**src/rtl/uart_alu_interface.sv**
```systemverilog
// Sequences UART_RX bytes (operand A, operand B, opcode) into the ALU and sends the result back via UART_TX.
// Optional inter-byte timeout is built only when UART_ALU_TIMEOUT_EN is defined.
module uart_alu_interface #(
    parameter int DATA_WIDTH    = 8,
    parameter int OP_WIDTH      = 6,
    parameter int TIMEOUT_TICKS = 1600
) (
    input  logic                  i_clock,
    input  logic                  i_reset,
    input  logic                  i_tick,
    input  logic                  i_rx_done,
    input  logic [DATA_WIDTH-1:0] i_rx_data,
    input  logic                  i_tx_done,
    input  logic [DATA_WIDTH-1:0] i_alu_result,
    output logic [DATA_WIDTH-1:0] o_alu_a,
    output logic [DATA_WIDTH-1:0] o_alu_b,
    output logic [OP_WIDTH-1:0]   o_alu_op,
    output logic                  o_tx_start,
    output logic [DATA_WIDTH-1:0] o_tx_data,
    output logic                  o_busy,
    output logic                  o_overrun,
    output logic                  o_timeout
);

    typedef enum logic [2:0] {
        WAIT_A,
        WAIT_B,
        WAIT_OP,
        EXEC,
        SEND,
        WAIT_TX
    } state_t;

    state_t state_reg;
    logic   timeout_hit;

`ifdef UART_ALU_TIMEOUT_EN
    localparam int CNT_W = $clog2(TIMEOUT_TICKS + 1);

    logic [CNT_W-1:0] tick_cnt_reg;
    logic             waiting;

    assign waiting = (state_reg == WAIT_B) || (state_reg == WAIT_OP);
    // A byte arriving on the terminal tick wins over the timeout.
    assign timeout_hit = waiting && i_tick && !i_rx_done &&
                         (tick_cnt_reg == CNT_W'(TIMEOUT_TICKS - 1));

    always_ff @(posedge i_clock) begin
        if (i_reset) begin
            tick_cnt_reg <= '0;
            o_timeout    <= 1'b0;
        end else begin
            o_timeout <= timeout_hit;
            if (i_rx_done || timeout_hit || !waiting) begin
                tick_cnt_reg <= '0;
            end else if (i_tick) begin
                tick_cnt_reg <= tick_cnt_reg + 1'b1;
            end
        end
    end
`else
    assign timeout_hit = 1'b0;
    assign o_timeout   = 1'b0;
`endif

    always_ff @(posedge i_clock) begin
        if (i_reset) begin
            state_reg  <= WAIT_A;
            o_alu_a    <= '0;
            o_alu_b    <= '0;
            o_alu_op   <= '0;
            o_tx_start <= 1'b0;
            o_tx_data  <= '0;
            o_busy     <= 1'b0;
            o_overrun  <= 1'b0;
        end else begin
            o_overrun <= 1'b0;
            case (state_reg)
                WAIT_A: begin
                    if (i_rx_done) begin
                        o_alu_a   <= i_rx_data;
                        state_reg <= WAIT_B;
                    end
                end
                WAIT_B: begin
                    if (i_rx_done) begin
                        o_alu_b   <= i_rx_data;
                        state_reg <= WAIT_OP;
                    end else if (timeout_hit) begin
                        state_reg <= WAIT_A;
                    end
                end
                WAIT_OP: begin
                    if (i_rx_done) begin
                        o_alu_op  <= i_rx_data[OP_WIDTH-1:0];
                        o_busy    <= 1'b1;
                        state_reg <= EXEC;
                    end else if (timeout_hit) begin
                        state_reg <= WAIT_A;
                    end
                end
                EXEC: begin
                    // Operands have been stable for this whole cycle; sample the ALU now.
                    o_overrun  <= i_rx_done;
                    o_tx_data  <= i_alu_result;
                    o_tx_start <= 1'b1;
                    state_reg  <= SEND;
                end
                SEND: begin
                    o_overrun <= i_rx_done;
                    if (i_tick) begin
                        o_tx_start <= 1'b0;
                        state_reg  <= WAIT_TX;
                    end
                end
                WAIT_TX: begin
                    o_overrun <= i_rx_done;
                    if (i_tx_done) begin
                        o_busy    <= 1'b0;
                        state_reg <= WAIT_A;
                    end
                end
                default: begin
                    state_reg <= WAIT_A;
                end
            endcase
        end
    end

endmodule
```
**config.mk**
```make
export PLATFORM = sky130hd
export DESIGN_NAME = uart_alu_interface
export DESIGN_NICKNAME = d
export VERILOG_FILES = /design/src/rtl/uart_alu_interface.sv
export SDC_FILE = /design/constraint.sdc
export NUM_CORES = 1
export LEC_CHECK = 0
export ABC_AREA = 1
export CAP_MARGIN = 20
export CORE_ASPECT_RATIO = 1.25
export CORE_MARGIN = 1.5
export CORE_UTILIZATION = 46
export DETAILED_ROUTE_END_ITERATION = 7
export HOLD_SLACK_MARGIN = 0.1
export PLACE_DENSITY_LB_ADDON = 0.12
export SLEW_MARGIN = 10
export SYNTH_ARGS = -nofsm -noshare
export SYNTH_HDL_FRONTEND = slang
export SYNTH_SLANG_ARGS = --single-unit
export TNS_END_PERCENT = 100
```
**constraint.sdc**
```tcl
create_clock -name i_clock -period 3.66 [get_ports i_clock]
set_clock_uncertainty 0.15 [all_clocks]
set_input_delay 0.366 -clock i_clock [delete_from_list [all_inputs] [get_ports i_clock]]
set_output_delay 0.366 -clock i_clock [all_outputs]
set_load 0.01 [all_outputs]
```
==> results of run 1 <==
cell families (layout without fill, tap and decap cells):
family | count (synthesis) | after routing | share of synthesized area
buf+inv | 21 | 76 | 0.0752
flops | 36 | 36 | 0.492
other cells | 1 | 1 | 0.00256
compound gates | 36 | 36 | 0.123
simple gates | 98 | 98 | 0.307
power by group:
group | leakage (nW) | switching, mW | internal, mW
Combinational | 0.530 | 0.289 | 0.269
Clock | 0.0326 | 0.124 | 0.0948
Sequential | 0.294 | 0.0838 | 0.490
Total | 0.857 | 0.497 | 0.853
layer usage:
| metal | part of all wire | track usage | vias to the layer above |
|---|---|---|---|
| met5 | 0 | 0 | - |
| met4 | 0.025 | 0.125 | 0 |
| met3 | 0.054 | 0.0475 | 7 |
| met2 | 0.50 | 0.366 | 38 |
| met1 | 0.42 | 0.221 | 590 |
| li1 | - | - | 709 |
how the worst max path moves through the flow:
stage,start,end,slack (ps)
5_1_grt,i_reset,o_busy,1810
3_3_place_gp,i_reset,o_alu_a[4],1680
4_1_cts,o_alu_a[3],o_alu_a[3],1890
2_1_floorplan,i_rx_done,state_reg[2],2420
3_5_place_dp,i_reset,o_busy,1650
6_report,o_alu_a[3],o_alu_a[3],1910
cell type report:
cell class | instances | area, sq um | area share
Sequential cell | 36 | 721 | 0.351
Multi-Input combinational cell | 135 | 634 | 0.309
Timing Repair Buffer | 53 | 531 | 0.259
Inverter | 15 | 61.3 | 0.0299
Clock buffer | 8 | 58.8 | 0.0287
Tap cell | 36 | 45.0 | 0.0220
placed cells by master, fill, tap and decap left out, drive strengths merged:
cell type | netlist | routed
a21oi | 3 | 3
clkbuf | 2 | 8
clkdlybuf4s50 | 0 | 53
conb | 1 | 1
dfxtp | 36 | 36
inv | 15 | 15
nand2 | 15 | 15
nand3 | 7 | 7
nor2 | 75 | 75
nor3 | 1 | 1
o21ai | 33 | 33
through the flow:
step | hold WS, ps | util | std cells | area (sq um) | setup WS (ps)
after floorplan | 285 | - | 192 | 1470 | 2420
after global placement | 312 | 0.664 | 275 | 1990 | 1680
after detailed placement | 322 | 0.664 | 275 | 1990 | 1650
after CTS | 338 | 0.683 | 283 | 2050 | 1890
after global routing | 354 | 0.683 | 283 | 2050 | 1810
final | 331 | 0.683 | 283 | 2050 | 1910
==> run metrics, run 1 <==
DRT Wirelength=3220 microns; flop2flop setup slack=2110 ps; clock period minus worst slack=1750 ps; final setup TNS=0 ps; wire per inst=11.4 microns; most common cell in the netlist=nor2_1; Post CTS Setup Buffer Count=0; Worst Tran Pin Value=834 ps; top_reg_cell synth=dfxtp_1; Initial Util=0.488; period utilization=0.479; register area share after synthesis=0.492; post_cts resized=0; Total Routing Usage GR=0.210; Worst VDD drop=0.000389 V; Via-to-Cell Ratio=4.75; Cell Area, Synth=0.00147 sq mm; CTS tree=built; CTS Sinks=36; # fillers=280; HPWL after DPL=2350 microns; port bufs=53; vias=1344; first-pass GRT wire length=5280 microns; WP depth=1; critical-path maximum fanout=2; CP Cell Sequence=clkdlybuf4s50_1; CTS Buffer Depth=2; Buf/Inv on CP=1; Layout area overhead=40.0%; Post-Synthesis Cells=192; CTS buffer count=5; full die area=0.00354 sq mm; Mapped Avg Cell Area=7.63 sq um; Site Rows=22; I/O pin cnt=55; first-iteration detailed-routing DRC count=18; number of nets in the layout=267; Largest regs=o_alu_a (8), o_alu_b (8), o_tx_data (8); Max-cap violations=0; Worst EP required=3140 ps; Synth top cells by count=nor2_1, dfxtp_1, o21ai_0; Critical Path Sink Type=primary output; CP max stage cell=clkdlybuf4s50_1; hold worst-path end=o_tx_start; YS warnings=0; # setup viols final=0; DR DRC count=0; GP Congestion=0.817; Post-CTS Hold Buffers=0; CP Data Arrival Time=1240 ps; Hold Path Origin=o_tx_start; clk slew on worst S/H paths=100 ps; Core ar.=0.00300 sq mm; vias in the first global route=1262; RSZ-0062 raised after global routing=false; syn nets=213; Final Hold Vio Count=0; clk_lat worst skew=330 ps; die height=66.1 microns; Async SR Flop Fraction=0; Synth area leaders=dfxtp_1, nor2_1, o21ai_0, nand2_2, buf_6; WS Path Type=reg -> out; share of cells above drive strength 1=0.113; H-tree Lvls=2; path type of the worst min-delay path=reg -> reg; Yosys cell types=20; path depth of the worst reg2reg path=7; number of flops mapped to enable cells by yosys=0; post-synth top area share=0.492; Top delay family on crit path=buffers and inverters; Reg-to-Reg Start=state_reg[2]; Cell Pwr Density=658 mW/mm^2; Setup crit start kind=flop; Congestion Overflow GR=0; max-slew violations=0; Clk Tree Root Cell=clkbuf_4; initial antenna violation count=0; TritonRoute pass-1 iters=4; Synth Register Bits=36; largest stage delay on the critical path=540 ps; number of inserted diodes=0; Max Fclk=571 MHz; Die Span X=53.5 microns; outcome=finished clean; post-synth top area cell=dfxtp_1; Final Power=1.35 mW; hold path cells=2; Leak Pwr=0.857 nW; post-route ant nets=0; largest net degree at the start of global routing=36; R2R Path End=state_reg[0]; Slew HR=0.444
Note: power is estimated with default switching activity, not from simulation.
==> inputs of run 2 (changes only) <==
CORE_UTILIZATION = 39   (was 46)
clock period = 1.5 ns   (was 3.66 ns; I/O delays follow)
==> run 2 against run 1 <==
The flow now finishes with violations (design-rule violations). Combinational power increased to 2.6 times the previous value. Utilization decreased by 7.8 points. Total power increased to 2.6 times the previous value. Critical path depth unchanged. Worst setup slack got worse by 1900 ps. Sequential cell count unchanged. Cell count increased by 2.1%. Routed wire length about the same. Clock-buffer cell count decreased by 1. Non-clock buffer count increased by 4. First-iteration DRC count increased by 140%. Critical path type unchanged. Highest routed layer unchanged.
==> run metrics, run 2 (synthesis results as in run 1) <==
H-tree Lvls=2; post-route ant nets=0; WS Path Type=reg -> out; DR top layer=met4; CTS buffer count=5; Leak Pwr=0.970 nW; first-iteration detailed-routing DRC count=43; commonest non-fill, non-tap cell in the layout=nor2_1; failing checks=design-rule violations; GP Congestion=0.804; DR DRC count=5; period utilization=0.975; final setup TNS=0 ps; number of inserted diodes=0; Critical Path Sink Type=primary output; CP Data Arrival Time=1160 ps; vias in the first global route=1341; critical-path maximum fanout=2; Max-cap violations=0; HPWL after DPL=2420 microns; Post CTS Setup Buffer Count=0; full die area=0.00414 sq mm; largest net degree at the start of global routing=36; Congestion Overflow GR=0; placed cell count=282; CP max stage cell=clkdlybuf4s50_1; Worst VDD drop=0.00104 V; TritonRoute pass-1 iters=7; Initial Util=0.413; initial antenna violation count=0; Max Fclk=684 MHz; Clk Tree Root Cell=clkbuf_8; RSZ-0062 raised after global routing=false; port bufs=53; WL met2=1550 microns; Via-to-Cell Ratio=4.73; Reg-to-Reg Start=state_reg[0]; wire per inst=11.1 microns; CP Cell Sequence=clkdlybuf4s50_1; clock period minus worst slack=1460 ps; CTS tree=built; Die Span X=57.8 microns; Worst EP required=1200 ps; Post-CTS Hold Buffers=0; path type of the worst min-delay path=in -> reg; Hold Path Origin=i_reset; Cell Pwr Density=1640 mW/mm^2; Site Rows=24; I/O pin cnt=55; Total Routing Usage GR=0.177; outcome=complete, but fails checks; # setup viols final=0; share of cells above drive strength 1=0.136; commonest cells after routing, fill and taps aside=nor2_1, clkdlybuf4s50_1, dfxtp_1; clk_lat worst skew=280 ps; die height=71.5 microns; clk slew on worst S/H paths=70 ps; final std cells w/o fill=289; WL met1=1430 microns; CP Launch Point=o_alu_a[5]; Layout area overhead=46.5%; largest stage delay on the critical path=540 ps; Largest regs=o_alu_a (8), o_alu_b (8), o_tx_data (8); Buf/Inv on CP=1; Setup crit start kind=flop; CTS Sinks=36; metal3 WL=189 microns; number of nets in the layout=271; CTS Buffer Depth=2; vias=1368; first-pass GRT wire length=5710 microns; Core ar.=0.00354 sq mm; Top delay family on crit path=buffers and inverters; DRT Wirelength=3210 microns; max-slew violations=0; Final Hold Vio Count=0
run 2: cell count changes in the layout (fill, tap and decap cells not counted), sizes merged:
| cell | delta |
|---|---|
| clkdlybuf4s50 | -4 |
| buf | +4 |
| dlymetal6s2s | +4 |
| clkbuf | -1 |
run 2: layout make-up:
cell class	instances	area, sq um
well taps	39	48.8
flip-flops and latches	36	722
fillers	352	1400
repair buffers	57	583
inverters	15	61.3
multi-input cells	135	634
clock buffers	7	96.3
run 2: repair_timing:
item,in CTS,in global routing
setup endpoints to repair,0,7
endpoints found under the hold margin,0,0
resized for setup,0,5
run 2: per-layer routing:
metal | up-vias | GRT usage
li1 | 722 | -
met1 | 607 | 0.211
met2 | 34 | 0.298
met3 | 5 | 0.0451
met4 | 0 | 0.0775
met5 | - | 0
run 2: path summary, 6_finish.rpt:
check,to,slack [ps],depth (start not counted)
hold reg to reg,o_tx_start,320,2
setup / recovery,o_alu_a[5],40,1
hold / removal,o_tx_start,280,2
setup reg to reg,state_reg[1],130,7
run 2: through the flow:
step	setup WS, ps	cell area (sq um)	utilization	hold slack, ps	total power, mW
global route	3.89	2150	0.606	295	3.80
CTS	33.0	2130	0.602	272	3.58
detailed placement	-95.4	2040	0.575	317	2.84
floorplan	278	1470	-	69.1	2.26
global placement	-90.3	2040	0.575	313	2.83
finish	37.5	2150	0.606	279	3.53
run 2: report_power, final:
group          internal [mW]  switching [mW]
registers               1.20           0.170
logic                  0.692           0.740
clock network          0.409           0.318
total                   2.30            1.23
